--- src/rtl/clk_mon_pkg.sv ---
// Shared definitions for the clock ratio monitor: FSM encodings, default
// half-period/lock constants and the interval-timer width helper.
package clk_mon_pkg;

   typedef enum logic [1:0] {
      IDLE    = 2'd0,
      ACQUIRE = 2'd1,
      LOCKED  = 2'd2
   } mon_state_t;

   localparam int DEF_HP_2F    = 2;
   localparam int DEF_HP_F     = 4;
   localparam int DEF_LOCK_CNT = 4;
   localparam int DEF_ERR_W    = 8;

   // The timer counts 0..HP+1, so it needs room for HP+2 distinct values.
   function automatic int timer_width(input int hp);
      return $clog2(hp + 2);
   endfunction

endpackage

--- src/rtl/clk_ratio_monitor_if.sv ---
// Status/stimulus bundle between the clock divider under test, the monitor
// and the test/control logic.
interface clk_ratio_monitor_if
   import clk_mon_pkg::*;
#(
   parameter int ERR_W = DEF_ERR_W
);

   logic             clk_2f_in;
   logic             clk_f_in;
   logic             locked;
   logic             lock_lost;
   logic             err_pulse;
   logic [ERR_W-1:0] err_count;

   modport master (
      output clk_2f_in,
      output clk_f_in,
      input  locked,
      input  lock_lost,
      input  err_pulse,
      input  err_count
   );

   modport slave (
      input  clk_2f_in,
      input  clk_f_in,
      output locked,
      output lock_lost,
      output err_pulse,
      output err_count
   );

endinterface

--- src/rtl/clk_edge_timer.sv ---
// Samples one divided clock as data, detects its edges and checks the spacing
// between them. CLK_MON_SYNC_EN adds a 2-flop synchronizer ahead of the sampler.
module clk_edge_timer
   import clk_mon_pkg::*;
#(
   parameter int HP = DEF_HP_2F
)(
   input  logic clk_8f,
   input  logic reset,
   input  logic clk_in,
   output logic edge_det,
   output logic armed,
   output logic per_err
);

   localparam int            TW    = timer_width(HP);
   localparam logic [TW-1:0] HP_V  = TW'(HP);
   localparam logic [TW-1:0] SAT_V = TW'(HP + 1);

   logic          sample_d;
   logic          s_clk;
   logic          p_clk;
   logic [TW-1:0] timer;

`ifdef CLK_MON_SYNC_EN
   logic sync_1;
   logic sync_2;

   always_ff @(posedge clk_8f) begin
      if (!reset) begin
         sync_1 <= 1'b0;
         sync_2 <= 1'b0;
      end else begin
         sync_1 <= clk_in;
         sync_2 <= sync_1;
      end
   end

   assign sample_d = sync_2;
`else
   assign sample_d = clk_in;
`endif

   // The timer stays parked at zero until the first edge arms it, so a
   // generator that starts with both clocks low never raises an error.
   always_ff @(posedge clk_8f) begin
      if (!reset) begin
         s_clk <= 1'b0;
         p_clk <= 1'b0;
         timer <= '0;
         armed <= 1'b0;
      end else begin
         s_clk <= sample_d;
         p_clk <= s_clk;
         if (edge_det) begin
            timer <= TW'(1);
            armed <= 1'b1;
         end else if (armed && (timer != SAT_V)) begin
            timer <= timer + TW'(1);
         end
      end
   end

   assign edge_det = s_clk ^ p_clk;

   // A stall is flagged only on the HP -> HP+1 step, so it fires once per stall.
   assign per_err = armed && (edge_det ? (timer != HP_V) : (timer == HP_V));

endmodule

--- src/rtl/clk_ratio_monitor.sv ---
// Verifies that clk_2f/clk_f keep their /4 and /8 ratio and phase against clk_8f.
// Define CLK_MON_SYNC_EN when the divided clocks come from a foreign domain.
module clk_ratio_monitor
   import clk_mon_pkg::*;
#(
   parameter int HP_2F    = DEF_HP_2F,
   parameter int HP_F     = DEF_HP_F,
   parameter int LOCK_CNT = DEF_LOCK_CNT,
   parameter int ERR_W    = DEF_ERR_W
)(
   input logic                clk_8f,
   input logic                reset,
   clk_ratio_monitor_if.slave mon
);

   localparam int GW = $clog2(LOCK_CNT + 1);

   logic             edge_2f;
   logic             edge_f;
   logic             armed_2f;
   logic             armed_f;
   logic             per_err_2f;
   logic             per_err_f;
   logic             phase_err;
   logic             any_err;

   mon_state_t       state;
   mon_state_t       state_nxt;
   logic [GW-1:0]    good_cnt;
   logic [GW-1:0]    good_cnt_nxt;
   logic             locked_q;
   logic             locked_nxt;
   logic             lock_lost_q;
   logic             lock_lost_nxt;
   logic             err_pulse_q;
   logic [ERR_W-1:0] err_count_q;

   clk_edge_timer #(.HP(HP_2F)) u_timer_2f (
      .clk_8f   (clk_8f),
      .reset    (reset),
      .clk_in   (mon.clk_2f_in),
      .edge_det (edge_2f),
      .armed    (armed_2f),
      .per_err  (per_err_2f)
   );

   clk_edge_timer #(.HP(HP_F)) u_timer_f (
      .clk_8f   (clk_8f),
      .reset    (reset),
      .clk_in   (mon.clk_f_in),
      .edge_det (edge_f),
      .armed    (armed_f),
      .per_err  (per_err_f)
   );

   // Every clk_f edge must coincide with a clk_2f edge once both are tracked.
   assign phase_err = armed_f && armed_2f && edge_f && !edge_2f;
   assign any_err   = per_err_2f | per_err_f | phase_err;

   always_ff @(posedge clk_8f) begin
      if (!reset) begin
         state       <= IDLE;
         good_cnt    <= '0;
         locked_q    <= 1'b0;
         lock_lost_q <= 1'b0;
         err_pulse_q <= 1'b0;
         err_count_q <= '0;
      end else begin
         state       <= state_nxt;
         good_cnt    <= good_cnt_nxt;
         locked_q    <= locked_nxt;
         lock_lost_q <= lock_lost_nxt;
         err_pulse_q <= any_err;
         if (err_pulse_q && (err_count_q != '1)) begin
            err_count_q <= err_count_q + ERR_W'(1);
         end
      end
   end

   // Errors are tested before edge counting so they win over lock completion.
   always_comb begin
      state_nxt     = state;
      good_cnt_nxt  = good_cnt;
      locked_nxt    = 1'b0;
      lock_lost_nxt = 1'b0;
      case (state)
         IDLE: begin
            if (edge_f) begin
               state_nxt    = ACQUIRE;
               good_cnt_nxt = '0;
            end
         end
         ACQUIRE: begin
            if (any_err) begin
               good_cnt_nxt = '0;
            end else if (edge_f) begin
               if (good_cnt == GW'(LOCK_CNT - 1)) begin
                  state_nxt    = LOCKED;
                  good_cnt_nxt = '0;
                  locked_nxt   = 1'b1;
               end else begin
                  good_cnt_nxt = good_cnt + GW'(1);
               end
            end
         end
         LOCKED: begin
            if (any_err) begin
               state_nxt     = ACQUIRE;
               good_cnt_nxt  = '0;
               lock_lost_nxt = 1'b1;
            end else begin
               locked_nxt = 1'b1;
            end
         end
         default: begin
            state_nxt    = IDLE;
            good_cnt_nxt = '0;
         end
      endcase
   end

   assign mon.locked    = locked_q;
   assign mon.lock_lost = lock_lost_q;
   assign mon.err_pulse = err_pulse_q;
   assign mon.err_count = err_count_q;

endmodule

--- src/flat_wrapper.sv ---
// flat-port wrapper written by rule: the top's interface ports become plain ports
module clk_ratio_monitor_flat import clk_mon_pkg::*;
#(
   parameter int HP_2F    = DEF_HP_2F,
   parameter int HP_F     = DEF_HP_F,
   parameter int LOCK_CNT = DEF_LOCK_CNT,
   parameter int ERR_W    = DEF_ERR_W
)
  (clk_8f, reset, mon_clk_2f_in, mon_clk_f_in, mon_locked, mon_lock_lost, mon_err_pulse, mon_err_count);
  clk_ratio_monitor_if #(.ERR_W(ERR_W)) mon_i ();
  input logic clk_8f;
  input logic reset;
  input wire logic [$bits(mon_i.clk_2f_in)-1:0] mon_clk_2f_in;
  input wire logic [$bits(mon_i.clk_f_in)-1:0] mon_clk_f_in;
  output wire logic [$bits(mon_i.locked)-1:0] mon_locked;
  output wire logic [$bits(mon_i.lock_lost)-1:0] mon_lock_lost;
  output wire logic [$bits(mon_i.err_pulse)-1:0] mon_err_pulse;
  output wire logic [$bits(mon_i.err_count)-1:0] mon_err_count;
  assign mon_i.clk_2f_in = mon_clk_2f_in;
  assign mon_i.clk_f_in = mon_clk_f_in;
  assign mon_locked = mon_i.locked;
  assign mon_lock_lost = mon_i.lock_lost;
  assign mon_err_pulse = mon_i.err_pulse;
  assign mon_err_count = mon_i.err_count;
  clk_ratio_monitor #(.HP_2F(HP_2F), .HP_F(HP_F), .LOCK_CNT(LOCK_CNT), .ERR_W(ERR_W)) u_core (.clk_8f(clk_8f), .reset(reset), .mon(mon_i));
endmodule
--- config.mk ---
export PLATFORM = sky130hd
export DESIGN_NAME = clk_ratio_monitor_flat
export DESIGN_NICKNAME = d
export VERILOG_FILES = /design/src/rtl/clk_mon_pkg.sv /design/src/rtl/clk_ratio_monitor_if.sv /design/src/rtl/clk_edge_timer.sv /design/src/rtl/clk_ratio_monitor.sv /design/src/flat_wrapper.sv
export SDC_FILE = /design/constraint.sdc
export NUM_CORES = 1
export LEC_CHECK = 0
export CAP_MARGIN = 10
export CORE_AREA = 2 2 77 42
export DETAILED_ROUTE_END_ITERATION = 8
export DIE_AREA = 0 0 79 44
export GPL_TIMING_DRIVEN = 0
export PLACE_DENSITY = 0.72
export REMOVE_ABC_BUFFERS = 1
export SLEW_MARGIN = 20
export SYNTH_ARGS = -nofsm -noshare
export SYNTH_HDL_FRONTEND = slang
export SYNTH_SLANG_ARGS = --single-unit
--- constraint.sdc ---
create_clock -name clk_8f -period 1.9 [get_ports clk_8f]
set_clock_uncertainty 0.05 [all_clocks]
set_input_delay 0.475 -clock clk_8f [delete_from_list [all_inputs] [get_ports clk_8f]]
set_output_delay 0.475 -clock clk_8f [all_outputs]
set_load 0.02 [all_outputs]
==> results.py, run 1 <==
metrics = {
    "logic_synthesis": {
        "yosysSeqAreaShare": 0.409,
        "synth_area_sq_um": 1320,
        "yosysUniqueCellTypes": 31,
        "ys_top_cells_by_area": "dfxtp_1, ha_1, xnor2_1",
        "synth_largest_area_cell": "dfxtp_1",
        "avgSynthCellArea_sq_um": 8.92,
        "synth_warnings": 0,
        "synth_top_cell_area_share": 0.409,
        "synth-seq-cells": 27,
        "synthCells": 148,
    },
    "sta": {
        "hold_viol": 0,
        "tightest_slew_ns": 0.515,
        "setup_viol": 0,
        "relSlewSlack": 0.657,
        "whs_ns": 0.397,
        "finalCriticalPeriod_ns": 1.85,
        "finalWorstSetupSlack_ns": 0.0536,
        "timing.fmax_mhz": 542,
        "finalMaxSlewViolations": 0,
        "rsz0062_at_grt": "no",
        "finalCritPeriodShare": 0.972,
    },
    "global_route": {
        "grt_pass1_wl_microns": 5060,
        "grt_pass1_vias": 1051,
        "antenna_found_initial": 0,
        "grt_util_all_layers": 0.193,
        "grt-ovfl-total": 0,
        "grt_max_degree": 16,
    },
    "job": {
        "max_cap_viol_count": 0,
    },
    "floorplan": {
        "start_util": 0.465,
        "row_count": 14,
        "chipHeight_microns": 44,
        "ioPinCount": 15,
        "die_w_microns": 79,
        "core_area_sq_um": 2840,
        "dieArea_sq_um": 3480,
    },
    "critical_path": {
        "crit_chain": "xor2_4 -> and3_4 -> o32a_4 -> a221o_2 -> mux2i_1",
        "critPathRequiredTime_ns": 2.02,
        "slowest_stage": "a221o_2",
        "critPathKind": "flop to flop",
        "start_kind": "flop",
        "cp_num_buf_inv": 0,
        "max_stage_delay_ns": 0.43,
        "crit_family": "compound AO/OA/AOI/OAI gates",
        "path_max_fanout": 4,
        "cp-end-kind": "flop",
        "critPathArrivalTime_ns": 1.97,
    },
    "power_and_ir_drop": {
        "power.density_nw_per_um2": 804,
        "p_leak_nw": 0.685,
        "switching_share": 0.314,
        "clkPwrFrac": 0.243,
        "p_comb_frac": 0.269,
        "switchingPower_uw": 417,
        "vdd_drop_max_uv": 481,
        "p_int_uw": 912,
        "seqPwrFrac": 0.488,
    },
    "cells_and_area": {
        "drive_above_1_share": 0.148,
        "final_common_cell": "dfxtp_1",
        "finalInstanceArea_sq_um": 1650,
        "diodes": 0,
        "layout.nets": 186,
        "synthToLayoutAreaGrowth_pct": 25.1,
        "final_cell_mix": "dfxtp_1, nor2_1, nand2_1",
    },
    "placement": {
        "placed_area_sq_um": 1500,
        "gp_congestion": 0.775,
        "place_ws_ns": -0.448,
        "io_buffers": 14,
        "dp_hpwl_microns": 2000,
    },
    "clock_tree": {
        "cts_sinks": 27,
        "cts-root-buf": "clkbuf_8",
        "htree_levels": 1,
        "cts.path.max_buffers": 2,
        "cts_tree": "yes",
        "insertion_delay_ns": 0.27,
        "cts-buffers-inserted": 3,
        "clk_pin_slew_ns": 0.09,
    },
    "outcome": {
        "status": "finished, final reports clean",
    },
    "route": {
        "postRouteAntennaNets": 0,
        "num_vias": 1071,
        "drcViolationCount": 0,
        "avgViaCountPerCell": 5.12,
        "firstDrtPassIters": 4,
        "wl_microns": 2850,
        "drt_iter0_markers": 29,
        "post_drt_wl_per_cell_microns": 13.6,
    },
    "min_path": {
        "hold_class": "flop to flop",
    },
}
## worst paths after layout
path                                     startpoint                         endpoint  slack (ns)  cells after the start
hold reg to reg     u_core.good_cnt[2]$_SDFFE_PN0P_  u_core.good_cnt[2]$_SDFFE_PN0P_        0.40                      2
hold / removal      u_core.good_cnt[2]$_SDFFE_PN0P_  u_core.good_cnt[2]$_SDFFE_PN0P_        0.40                      2
setup / recovery  u_core.u_timer_f.p_clk$_SDFF_PN0_     u_core.state[1]$_SDFFE_PN0P_        0.05                      5
setup reg to reg  u_core.u_timer_f.p_clk$_SDFF_PN0_     u_core.state[1]$_SDFFE_PN0P_        0.05                      5
## synthesized netlist by cell type
cell type / number
o221ai_1: 1
clkbuf_1: 2
a2111oi_0: 1
o32a_4: 1
or3_1: 2
nand2_1: 15
o21ai_1: 1
nor4_1: 2
ha_1: 12
a21oi_1: 9
and2_2: 1
nor2_1: 18
nand3_1: 5
a31oi_1: 2
nor3_1: 2
mux2i_1: 3
xor2_1: 5
a211oi_1: 1
nor3b_1: 1
nor2b_1: 2
and3_4: 1
and4b_2: 1
dfxtp_1: 27
and2_1: 4
nand3b_1: 1
o21ai_0: 6
nand4_1: 1
xnor2_1: 9
a221o_2: 1
o211ai_1: 1
inv_1: 10
## kinds of logic after synthesis
logic type / count (synthesis) / synth area share
DFF: 27 / 0.409
adders and majority gates: 12 / 0.114
xor gates and xnor gates: 14 / 0.0929
buffers and inverters: 12 / 0.0341
muxes: 3 / 0.0227
AOI/OAI and AO/OA: 24 / 0.120
and+or+nand+nor: 56 / 0.207
## repair_timing
action | in CTS | in global routing
hold buffers | 0 | 0
setup buffers | 3 | 2
hold endpoints to repair | 0 | 0
pin swaps | 1 | 4
setup endpoints to repair | 3 | 5
resized for setup | 4 | 14
## flip-flops by register name, summed over array words and instances (netlist names), 2 cells and up
register	cells
u_core.good_cnt	3
u_core.u_timer_2f.timer	2
u_core.state	2
u_core.u_timer_f.timer	3
u_core.mon.err_count	8
## power by group through the flow
| stage | Sequential [mW] | Clock (mW) | Combinational, mW |
|---|---|---|---|
| 2_1_floorplan | 0.654 | 0 | 0.241 |
| 3_3_place_gp | 0.654 | 0 | 0.311 |
| 3_5_place_dp | 0.659 | 0 | 0.322 |
| 4_1_cts | 0.644 | 0.330 | 0.338 |
| 5_1_grt | 0.655 | 0.357 | 0.410 |
| 6_report | 0.648 | 0.323 | 0.357 |
## per-stage QoR
step / instances / setup TNS, ns / total power [mW] / util
finish: 209 / 0 / 1.33 / 0.582
global route: 209 / 0 / 1.42 / 0.582
CTS: 207 / 0 / 1.31 / 0.558
detailed placement: 200 / -1.91 / 0.981 / 0.530
global placement: 200 / -1.11 / 0.965 / 0.530
floorplan: 146 / 0 / 0.895 / -
## routing by layer
metal	vias up	wire [microns]	track usage
li1	544	-	-
met5	-	0	0
met3	2	89	0.0563
met1	511	1440	0.272
met4	0	11	0.0379
met2	14	1310	0.300
## worst reg2reg max path: stages, from the launching register on
cell	delay (ns)
dfxtp_4	0.37
xor2_4	0.19
and3_4	0.19
o32a_4	0.38
a221o_2	0.43
mux2i_1	0.13
## cell type report
class                   count  area (sq um)
fillers                   253          1190
multi-input cells         109           781
flip-flops and latches     27           549
repair buffers             19           184
well taps                  40          50.0
clock buffers               3          41.3
inverters                  10          41.3
clock inverters             1          5.00
(Power assumes the default switching activity.)
==> inputs of run 2 (changes only) <==
ABC_AREA = 1   (was unset)
CORE_AREA = 2 2 55 62   (was 2 2 77 42)
DIE_AREA = 0 0 57 64   (was 0 0 79 44)
==> run 2 against run 1 <==
Non-clock buffer count is 5 lower. Sequential share of layout area is 0.78 points lower. Wire length is 14% lower. Total power is 1.5% higher. First-iteration DRC count is 45% higher. Synthesized cell count is 32% higher. Critical path type is now flop to output pin.
==> results.py, run 2 <==
metrics = {
    "route": {
        "wl_microns": 2440,
        "drcViolationCount": 0,
        "drt_iter0_markers": 42,
        "postRouteAntennaNets": 0,
        "firstDrtPassIters": 4,
        "post_drt_wl_per_cell_microns": 9.91,
        "avgViaCountPerCell": 4.87,
        "num_vias": 1199,
    },
    "sta": {
        "setup_viol": 0,
        "finalMaxSlewViolations": 0,
        "hold_viol": 0,
        "final.setup.tns_ns": 0,
        "relSlewSlack": 0.512,
        "finalCriticalPeriod_ns": 1.83,
        "tightest_slew_ns": 0.732,
        "timing.fmax_mhz": 547,
        "finalCritPeriodShare": 0.962,
        "rsz0062_at_grt": "no",
        "finalWorstSetupSlack_ns": 0.0719,
    },
    "critical_path": {
        "crit_family": "buffers and inverters",
        "cp_num_buf_inv": 1,
        "critPathArrivalTime_ns": 1.30,
        "critPathRequiredTime_ns": 1.37,
        "max_stage_delay_ns": 0.61,
        "cp-end-kind": "output pin",
        "path_max_fanout": 2,
        "critPathKind": "flop to output pin",
        "slowest_stage": "clkdlybuf4s50_1",
        "crit_chain": "clkdlybuf4s50_1",
        "start_kind": "flop",
    },
    "floorplan": {
        "dieArea_sq_um": 3650,
        "row_count": 21,
        "die_w_microns": 57,
        "start_util": 0.484,
        "core_area_sq_um": 3000,
        "ioPinCount": 15,
        "chipHeight_microns": 64,
    },
    "logic_synthesis": {
        "synth_area_sq_um": 1450,
        "synthArstFlopShare": 0,
        "synth-seq-cells": 27,
        "synthSimpleGateAreaFrac": 0.293,
        "synthAdderAreaFrac": 0.104,
        "synth_top_family_by_area": "simple AND/OR/NAND/NOR gates",
        "synth_largest_area_cell": "dfxtp_1",
        "yosysSeqAreaShare": 0.373,
        "synth_top_cell_area_share": 0.373,
        "synth_edf_count": 0,
        "avgSynthCellArea_sq_um": 7.39,
        "synth_warnings": 0,
        "synth_ff_type": "dfxtp_1",
        "synth.area.mux_share": 0,
        "synth_compound_area_frac": 0.113,
        "ys_top_cells_by_area": "dfxtp_1, ha_1, inv_1",
        "synth_xor_area_frac": 0.00604,
        "synthCells": 196,
        "yosysUniqueCellTypes": 25,
        "yosys-top-cells-count": "inv_1, nand2_1, dfxtp_1, nor2_1",
        "synth.most_common_cell": "inv_1",
    },
    "cells_and_area": {
        "layout.nets": 229,
        "fin_cells": 246,
        "diodes": 0,
        "synthToLayoutAreaGrowth_pct": 14.9,
        "final_common_cell": "inv_1",
        "drive_above_1_share": 0.0896,
        "utilization": 0.556,
        "largest_reg_flops": 8,
        "final_cell_mix": "inv_1, nand2_1, dfxtp_1",
    },
    "power_and_ir_drop": {
        "power.density_nw_per_um2": 810,
        "vdd_drop_max_uv": 781,
        "p_leak_nw": 0.880,
    },
    "global_route": {
        "antenna_found_initial": 0,
        "grt_util_all_layers": 0.143,
        "grt_pass1_wl_microns": 4260,
        "grt_max_degree": 22,
        "grt_pass1_vias": 1048,
        "grt-ovfl-total": 0,
    },
    "job": {
        "max_cap_viol_count": 0,
    },
    "clock_tree": {
        "htree_levels": 1,
        "cts-buffers-inserted": 3,
        "clk_pin_slew_ns": 0.15,
        "insertion_delay_ns": 0.32,
        "cts-root-buf": "clkbuf_4",
        "cts_sinks": 27,
        "cts_tree": "yes",
        "cts.path.max_buffers": 2,
        "cts_hold_buf": 0,
    },
    "placement": {
        "place_ws_ns": -0.451,
        "placed_cells": 242,
        "dp_hpwl_microns": 1850,
        "io_buffers": 14,
        "gp_congestion": 0.783,
    },
    "min_path": {
        "hold_class": "flop to flop",
    },
    "outcome": {
        "status": "finished, final reports clean",
    },
}
[run 2: worst min-delay path: stages, from the launching register on]
cell and delay, ns:
dfxtp_1 0.34, nand2_1 0.06, inv_1 0.03
[run 2: what timing repair did]
item	4_1_cts	5_1_grt
setup endpoints to repair	1	6
resized for setup	1	6
buffers inserted	0	0
[run 2: kinds of logic after synthesis]
| kind of cell | Yosys count |
|---|---|
| adders and majority gates | 12 |
| and+or+nand+nor | 84 |
| buffers and inverters | 43 |
| AOI/OAI and AO/OA | 29 |
| xor gates and xnor gates | 1 |
| DFF | 27 |
[run 2: cell type report]
type / instances / area (sq um)
timing repair buffer: 14 / 154
sequential: 27 / 541
multi-input combinational: 126 / 747
inverter: 41 / 154
clock buffer: 4 / 26.3
fill: 295 / 1330
tap: 34 / 42.5
[run 2: worst paths after layout]
kind | startpoint | to | slack [ns] | cells past startpoint
max | u_core.mon.err_pulse$_SDFF_PN0_ | mon_err_pulse | 0.07 | 1
min | u_core.u_timer_2f.s_clk$_SDFF_PN0_ | u_core.u_timer_2f.p_clk$_SDFF_PN0_ | 0.41 | 2
max reg2reg | u_core.good_cnt[0]$_SDFFE_PN0P_ | u_core.state[1]$_SDFFE_PN0P_ | 0.25 | 9
min reg2reg | u_core.u_timer_2f.s_clk$_SDFF_PN0_ | u_core.u_timer_2f.p_clk$_SDFF_PN0_ | 0.41 | 2
[run 2: where the power goes]
part | internal, mW | switching [mW] | leakage [nW]
registers | 0.624 | 0.0450 | 0.221
clock network | 0.0820 | 0.165 | 0.0150
logic | 0.172 | 0.259 | 0.644
[run 2: routing by layer]
layer / vias up / share of wire / wire (microns) / GRT usage
met5: - / 0 / 0 / 0
met4: 0 / 0.0090 / 22 / 0.0581
met3: 2 / 0.052 / 126 / 0.0182
met2: 26 / 0.46 / 1110 / 0.249
met1: 518 / 0.48 / 1180 / 0.176
li1: 653 / - / - / -
[run 2: metrics by stage]
step / area, sq um / hold slack (ns) / power (mW)
after detailed placement: 1620 / 0.392 / 1.12
after floorplan: 1440 / 0.377 / 1.02
after CTS: 1650 / 0.414 / 1.36
after global routing: 1660 / 0.451 / 1.47
after global placement: 1620 / 0.392 / 1.11
final: 1660 / 0.410 / 1.35
==> inputs of run 3 (changes only) <==
GPL_TIMING_DRIVEN = 1   (was 0)
SETUP_SLACK_MARGIN = 0.2   (was unset)
==> run 3 against run 2 <==
Setup slack better by 0.21 ns. Total power is 1.2% higher. Sequential share of layout area up 0.18 points. Largest cell class unchanged. Clock-buffer cell count did not move. Critical path depth did not move. Final cell count rose by 0.81%. Non-clock buffer count is 2 higher. Fmax grew 13%. Critical endpoint is now mon_err_count[2]. Largest power group unchanged. Wire length increased by 4.8%. Global-route usage increased by 1.3 points. Cell area increased by 0.15%.
==> results.py, run 3 (synthesis results as in run 2) <==
metrics = {
    "sta": {
        "relSlewSlack": 0.768,
        "finalMaxSlewViolations": 0,
        "rsz0062_at_grt": "yes",
        "hold_viol": 0,
        "final.setup.tns_ns": 0,
        "timing.fmax_mhz": 620,
        "finalCriticalPeriod_ns": 1.61,
        "whs_ns": 0.415,
        "tightest_slew_ns": 0.339,
        "setup_viol": 0,
        "finalCritPeriodShare": 0.850,
    },
    "clock_tree": {
        "insertion_delay_ns": 0.32,
        "cts-root-buf": "clkbuf_4",
        "cts.path.max_buffers": 2,
        "cts_tree": "yes",
        "cts-buffers-inserted": 3,
        "htree_levels": 1,
        "clk_pin_slew_ns": 0.13,
        "cts_sinks": 27,
    },
    "cells_and_area": {
        "layout.nets": 231,
        "finalInstanceArea_sq_um": 1670,
        "register_area_sq_um": 544,
        "fill_cells": 307,
        "largest_reg_flops": 8,
        "drive_above_1_share": 0.126,
        "multi_input_area_sq_um": 758,
        "fin_cells": 248,
        "synthToLayoutAreaGrowth_pct": 15.0,
        "utilization": 0.556,
        "diodes": 0,
        "final_common_cell": "inv_1",
        "final_cell_mix": "inv_1, nand2_1, dfxtp_1",
    },
    "critical_path": {
        "start_kind": "flop",
        "path_max_fanout": 5,
        "max_stage_delay_ns": 0.42,
        "cp_num_buf_inv": 1,
        "critPathArrivalTime_ns": 1.09,
        "cp-end-kind": "output pin",
        "r2r_setup_slack_ns": 0.31,
        "critPathKind": "flop to output pin",
        "crit_chain": "dlygate4sd2_1",
        "critPathRequiredTime_ns": 1.37,
        "slowest_stage": "dfxtp_1",
        "crit_family": "flip-flops",
    },
    "route": {
        "avgViaCountPerCell": 4.90,
        "drt_iter0_markers": 37,
        "drcViolationCount": 0,
        "num_vias": 1214,
        "postRouteAntennaNets": 0,
        "firstDrtPassIters": 6,
        "post_drt_wl_per_cell_microns": 10.3,
        "wl_microns": 2550,
    },
    "floorplan": {
        "die_w_microns": 57,
        "chipHeight_microns": 64,
        "core_area_sq_um": 3000,
        "dieArea_sq_um": 3650,
        "start_util": 0.484,
        "ioPinCount": 15,
        "row_count": 21,
    },
    "outcome": {
        "status": "finished, final reports clean",
    },
    "global_route": {
        "grt_util_all_layers": 0.156,
        "antenna_found_initial": 0,
        "grt-ovfl-total": 0,
        "grt_pass1_vias": 1103,
        "grt_pass1_wl_microns": 4580,
        "grt_max_degree": 15,
    },
    "power_and_ir_drop": {
        "power.density_nw_per_um2": 818,
        "p_leak_nw": 0.831,
        "vdd_drop_max_uv": 584,
    },
    "placement": {
        "placed_cells": 244,
        "placed_area_sq_um": 1640,
        "dp_hpwl_microns": 1990,
        "io_buffers": 14,
        "gp_congestion": 0.846,
    },
    "job": {
        "max_cap_viol_count": 0,
    },
    "min_path": {
        "hold_class": "flop to flop",
    },
}
[run 3: routing by layer]
metal / GRT usage / wire length, microns
met2: 0.244 / 1120
met5: 0 / 0
met1: 0.213 / 1300
met3: 0.0263 / 102
met4: 0.0610 / 30
[run 3: timing repair]
action	CTS	global route
hold buffers	0	0
buffers inserted	0	0
gates cloned	0	0
gates resized for setup	11	8
hold endpoints to repair	0	0
setup endpoints to repair	11	7
[run 3: path summary, 6_finish.rpt]
check,start,end,cells after the start
hold / removal,u_core.u_timer_2f.s_clk$_SDFF_PN0_,u_core.u_timer_2f.p_clk$_SDFF_PN0_,2
setup / recovery,u_core.mon.err_count[2]$_SDFFE_PN0P_,mon_err_count[2],1
hold reg to reg,u_core.u_timer_2f.s_clk$_SDFF_PN0_,u_core.u_timer_2f.p_clk$_SDFF_PN0_,2
setup reg to reg,u_core.state[1]$_SDFFE_PN0P_,u_core.state[1]$_SDFFE_PN0P_,9
[run 3: power breakdown]
part           leakage, nW  internal, mW  total [mW]  switching, mW
registers            0.222         0.625       0.669         0.0435
clock network       0.0150        0.0821       0.244          0.162
logic                0.594         0.178       0.451          0.273
[run 3: worst register-to-register path, cell delays in order, from the launching register on]
cell     delay [ns]
dfxtp_1        0.39
inv_1          0.09
ha_1           0.25
o21ai_1        0.19
nand2_1        0.11
a21oi_2        0.18
nand3_2        0.10
nand2_1        0.06
inv_1          0.03
nor2_1         0.08
[run 3: final cells by class]
class,count,area share
sequential,27,0.327
clock buffer,4,0.0158
multi-input combinational,126,0.455
tap,34,0.0255
inverter,41,0.0923
timing repair buffer,16,0.0848
[run 3: through the flow]
step | total power, mW | setup WS, ns
global route | 1.48 | 0.180
finish | 1.36 | 0.286
detailed placement | 1.12 | 0.212
CTS | 1.36 | 0.240
floorplan | 1.02 | 0.304
global placement | 1.11 | 0.290
==> edit 1: new RTL, config.mk and constraints of run 2 <==
Re-encode `mon_state_t` (3 states) as one-hot, 3 bits wide.
--- a/src/rtl/clk_mon_pkg.sv
+++ b/src/rtl/clk_mon_pkg.sv
@@ -4,6 +4,6 @@
 
-   typedef enum logic [1:0] {
-      IDLE    = 2'd0,
-      ACQUIRE = 2'd1,
-      LOCKED  = 2'd2
+   typedef enum logic [2:0] {
+      IDLE    = 3'b001,
+      ACQUIRE = 3'b010,
+      LOCKED  = 3'b100
    } mon_state_t;
Check against the original RTL: same outputs for any inputs over 10 cycles, from zero or initial values and one cycle with reset low; not proved beyond that.
==> edit 1 against run 2 <==
Area after synthesis fell by 2.8%. Design area fell by 2.7%. Wire length barely moved. Worst setup slack improved by 0.049 ns. Critical path depth did not move. Sequential share of layout area rose by 2.1 points. Sequential cell count rose by 1. Power rose by 3.8%. Highest routed layer unchanged.
==> edit 1: results (changes against run 2) <==
set qor(leakage_nw) 0.823 ;# -6.4%
set qor(hold_path_class) {flop to flop}
set qor(grt_max_degree) 20 ;# -9.1%
set qor(crit_start) {u_core.mon.lock_lost}
set qor(number_of_flip_flops_under_the_largest_register_name) 8 ;# unchanged
set qor(worst_setup_path_endpoint) {mon_lock_lost}
set qor(yosys.cell_types.count) 29 ;# +16%
set qor(r2r_end) {u_core.good_cnt[1]}
set qor(ir_worst_vdd_mv) 0.435 ;# -44%
set qor(worst_slew_pin_slew_ns) 0.450 ;# -0.282 ns
set qor(place_hpwl_microns) 1740 ;# -5.9%
set qor(wp_data_arrival_ns) 1.25 ;# -0.05 ns
set qor(drt_wl_total_microns) 2440 ;# about the same
set qor(synth_top_cells_by_count) {42 x sky130_fd_sc_hd__nand2_1, 30 x sky130_fd_sc_hd__inv_1, 28 x sky130_fd_sc_hd__dfxtp_1}
set qor(first_iter_violations) 18 ;# -57%
set qor(max_stage_delay_ns) 0.59 ;# -0.02 ns
set qor(final_layout_size_suffix_gt1_share_pct) 10.5 ;# +1.5 points
set qor(drt_pass1_iterations) 4 ;# unchanged
set qor(number_of_global_route_vias_before_repair) 1167 ;# +11%
set qor(status) {completed}
set qor(synth_compound_gate_area_share_pct) 10.1 ;# -1.2 points
set qor(timing.critical_path.fanout_max) 1 ;# -1
set qor(synth_adder_area_share_pct) 6.22 ;# -4.1 points
set qor(post_synth_main_area_contributors) {sky130_fd_sc_hd__dfxtp_1 40%, sky130_fd_sc_hd__nand2_1 11%, sky130_fd_sc_hd__inv_1 8.0%}
set qor(count_of_filler_cells_inserted_in_the_layout) 312 ;# +5.8%
set qor(first_pass_grt_wire_length_microns) 4620 ;# +8.4%
set qor(global_route.usage.total_pct) 15.5 ;# +1.2 points
set qor(vias_per_cell) 4.86 ;# -0.19%
set qor(worst_r2r_startpoint) {u_core.u_timer_f.timer[0]}
set qor(routabilityCongestion) 0.812 ;# +3.7%
set qor(number_of_antenna_violations_at_the_first_check_in_global_routing) 0 ;# unchanged
set qor(num-nets-final) 222 ;# -3.1%
set qor(synth_seq_area_share_pct) 39.8 ;# +2.5 points
-- edit 1: cell types whose count changed after synthesis, sizes merged, moves of 3 or more --
cell and delta:
xor2 +5, o21ai +3, inv -8, nand2 +3, ha -5, nor2 +5
nand4 -4
-- edit 1: where the power goes --
part	internal [W]	total [W]	switching [W]
clock	0.000117	0.000290	0.000173
combinational	0.000153	0.000406	0.000253
sequential	0.000658	0.000703	0.0000449
total	0.000928	0.00140	0.000471
-- edit 1: layout make-up --
class / instances / share of cell area (%)
sequential: 28 / 34.6
timing repair buffer: 14 / 8.73
multi-input combinational: 130 / 43.9
inverter: 34 / 7.88
tap: 34 / 2.63
clock buffer: 4 / 2.24
-- edit 1: what timing repair did --
item	in CTS	in global routing
setup endpoints to repair	7	3
resized for setup	9	3
hold buffers	0	0
-- edit 1: worst min path at each step --
stage	cells past startpoint	startpoint	endpoint	slack (ns)
final	2	u_core.u_timer_2f.s_clk	u_core.u_timer_2f.p_clk	0.41
after global routing	2	u_core.u_timer_2f.s_clk	u_core.u_timer_2f.p_clk	0.45
after CTS	2	u_core.u_timer_2f.s_clk	u_core.u_timer_2f.p_clk	0.41
after detailed placement	2	u_core.u_timer_2f.s_clk	u_core.u_timer_2f.p_clk	0.39
after global placement	2	u_core.u_timer_2f.s_clk	u_core.u_timer_2f.p_clk	0.38
after floorplan	2	u_core.u_timer_2f.s_clk	u_core.u_timer_2f.p_clk	0.37
-- edit 1: through the flow --
step	utilization (%)	cell area (sq um)	worst slack, ns	cells	total power (W)
floorplan	-	1400	0.281	192	0.00102
global placement	52.8	1580	-0.591	240	0.00111
detailed placement	52.8	1580	-0.694	240	0.00112
CTS	53.8	1610	0.0000616	244	0.00142
global route	54.1	1620	0.0640	244	0.00151
finish	54.1	1620	0.121	244	0.00140
-- edit 1: cells by family after synthesis --
family | after synthesis
AO/OA/AOI/OAI | 26
XOR/XNOR | 5
flip-flops | 28
AND/OR/NAND/NOR | 92
adder cells (fa/ha/maj) | 7
buffers and inverters | 36
-- edit 1: layer usage --
metal | vias up | part of all wire (%) | global-route usage [%]
li1 | 640 | - | -
met1 | 527 | 47 | 18.4
met2 | 16 | 49 | 27.6
met3 | 4 | 2.5 | 1.82
met4 | 0 | 1.4 | 6.98
met5 | - | 0 | 0
==> edit 2: new RTL, config.mk and constraints of run 2 <==
Without the edit above. Add a define of `CLK_MON_SYNC_EN`.
--- a/src/rtl/clk_edge_timer.sv
+++ b/src/rtl/clk_edge_timer.sv
@@ -2,2 +2,4 @@
 // between them. CLK_MON_SYNC_EN adds a 2-flop synchronizer ahead of the sampler.
+`define CLK_MON_SYNC_EN
+
 module clk_edge_timer
Function: changed (a bounded check fails within 4 cycles, from zero or initial values and one cycle with reset low).
==> edit 2 against run 2 <==
Worst hold slack worse by 0.051 ns. Worst setup slack better by 0.014 ns. Sequential cell count increased by 4. Design area increased by 7.8%. Area after synthesis grew 7.0%. Combinational power rose by 26%. Wire length is 5.0% higher. Power is 28% higher. Utilization grew 4.3 points. Global-route usage rose by 1.6 points. Sequential power increased by 12%. Highest routed layer unchanged.
==> edit 2: results (changes against run 2) <==
set qor(synth_seq_area_share_pct) 40.0 ;# +2.7 points
set qor(place_hpwl_microns) 1850 ;# -0.28%
set qor(num-nets-final) 242 ;# +5.7%
set qor(first_iter_violations) 31 ;# -26%
set qor(first_pass_grt_wire_length_microns) 4540 ;# +6.6%
set qor(clk_transition_reported_paths_ns) 0.10 ;# -0.05 ns
set qor(timing.critical_path.fanout_max) 3 ;# +1
set qor(wp_data_arrival_ns) 1.29
set qor(placedCellCount) 253 ;# +4.5%
set qor(place_ws_ns) -0.644 ;# -0.192 ns
set qor(worst_hold_margin_ns) 0.359 ;# -0.0510 ns
set qor(relSlewSlack_pct) 65.9 ;# +15 points
set qor(min_from) {u_core.u_timer_2f.sample_d}
set qor(yosys.cell_types.count) 27 ;# +8.0%
set qor(status) {completed}
set qor(final_layout_size_suffix_gt1_share_pct) 11.0 ;# +2.1 points
set qor(ys_dominant_reg_cell) {sky130_fd_sc_hd__dfxtp_1}
set qor(synth-xor-area-share_pct) 0.565 ;# -0.040 points
set qor(post_synth_main_area_contributors) {sky130_fd_sc_hd__dfxtp_1 40%, sky130_fd_sc_hd__nand2_1 9.9%, sky130_fd_sc_hd__ha_1 9.7%}
set qor(grt_max_degree) 27 ;# +23%
set qor(ir_worst_vdd_mv) 0.717 ;# -8.2%
set qor(dpl_cell_area_sq_mm) 0.00172 ;# +5.9%
set qor(netlist_instances) 208 ;# +6.1%
set qor(global_route.usage.total_pct) 15.9 ;# +1.6 points
set qor(cts_inserted_buffers) 5 ;# +2
set qor(synth_adder_area_share_pct) 9.69 ;# -0.68 points
set qor(worst_hold_path.endpoint) {u_core.u_timer_2f.s_clk}
set qor(count_of_filler_cells_inserted_in_the_layout) 289 ;# -2.0%
set qor(overall_via_count_from_detail_route) 1266 ;# +5.6%
set qor(synth_compound_gate_area_share_pct) 11.2 ;# -0.094 points
set qor(leakage_nw) 0.980 ;# +11%
set qor(routabilityCongestion) 0.786 ;# +0.32%
set qor(synth_enable_flop_cells) 0 ;# unchanged
set qor(synth_top_cells_by_count) {41 x sky130_fd_sc_hd__nand2_1, 40 x sky130_fd_sc_hd__inv_1, 31 x sky130_fd_sc_hd__dfxtp_1}
set qor(vias_per_cell) 4.85 ;# -0.48%
set qor(cts_max_level) 2 ;# +1
[edit 2: cell type report]
type	instances	area, sq um	area share (%)
multi-input cells	131	756	42.1
clock buffers	8	68.8	3.84
inverters	43	161	9.00
well taps	34	42.5	2.37
flip-flops and latches	31	621	34.6
repair buffers	14	145	8.09
[edit 2: where the power goes]
| group | total [W] | switching (W) | internal (W) |
|---|---|---|---|
| sequential | 0.000748 | 0.0000405 | 0.000707 |
| combinational | 0.000546 | 0.000327 | 0.000219 |
| clock | 0.000434 | 0.000216 | 0.000218 |
[edit 2: cell families after synthesis]
kind of cell,count (synthesis)
adder cells (fa/ha/maj),12
AND/OR/NAND/NOR,88
flip-flops,31
AO/OA/AOI/OAI,30
XOR/XNOR,1
buffers and inverters,46
[edit 2: how the worst max path moves through the flow]
stage / slack (ns) / startpoint / endpoint / depth (start not counted)
final: 0.09 / u_core.mon.err_count[0] / mon_err_count[0] / 1
after detailed placement: -0.64 / reset / u_core.u_timer_2f.timer[1] / 3
after floorplan: 0.38 / u_core.mon.err_count[0] / u_core.mon.err_count[3] / 8
after global placement: -0.47 / reset / u_core.u_timer_2f.timer[1] / 3
after global routing: -0.0000003 / u_core.mon.err_count[0] / mon_err_count[0] / 1
after CTS: 0.002 / u_core.mon.err_count[5] / mon_err_count[5] / 1
[edit 2: routing by layer]
| layer | GRT usage (%) | routed length [microns] | vias to the layer above |
|---|---|---|---|
| li1 | - | - | 689 |
| met1 | 18.2 | 1220 | 549 |
| met2 | 26.1 | 1160 | 21 |
| met3 | 5.47 | 118 | 7 |
| met4 | 7.85 | 60 | 0 |
| met5 | 0 | 0 | - |
[edit 2: repair_timing]
action                                 4_1_cts  5_1_grt
setup endpoints to repair                    4        6
resized for setup                            3        7
hold buffers                                 0        0
endpoints found under the hold margin        0        0
setup buffers                                0        0
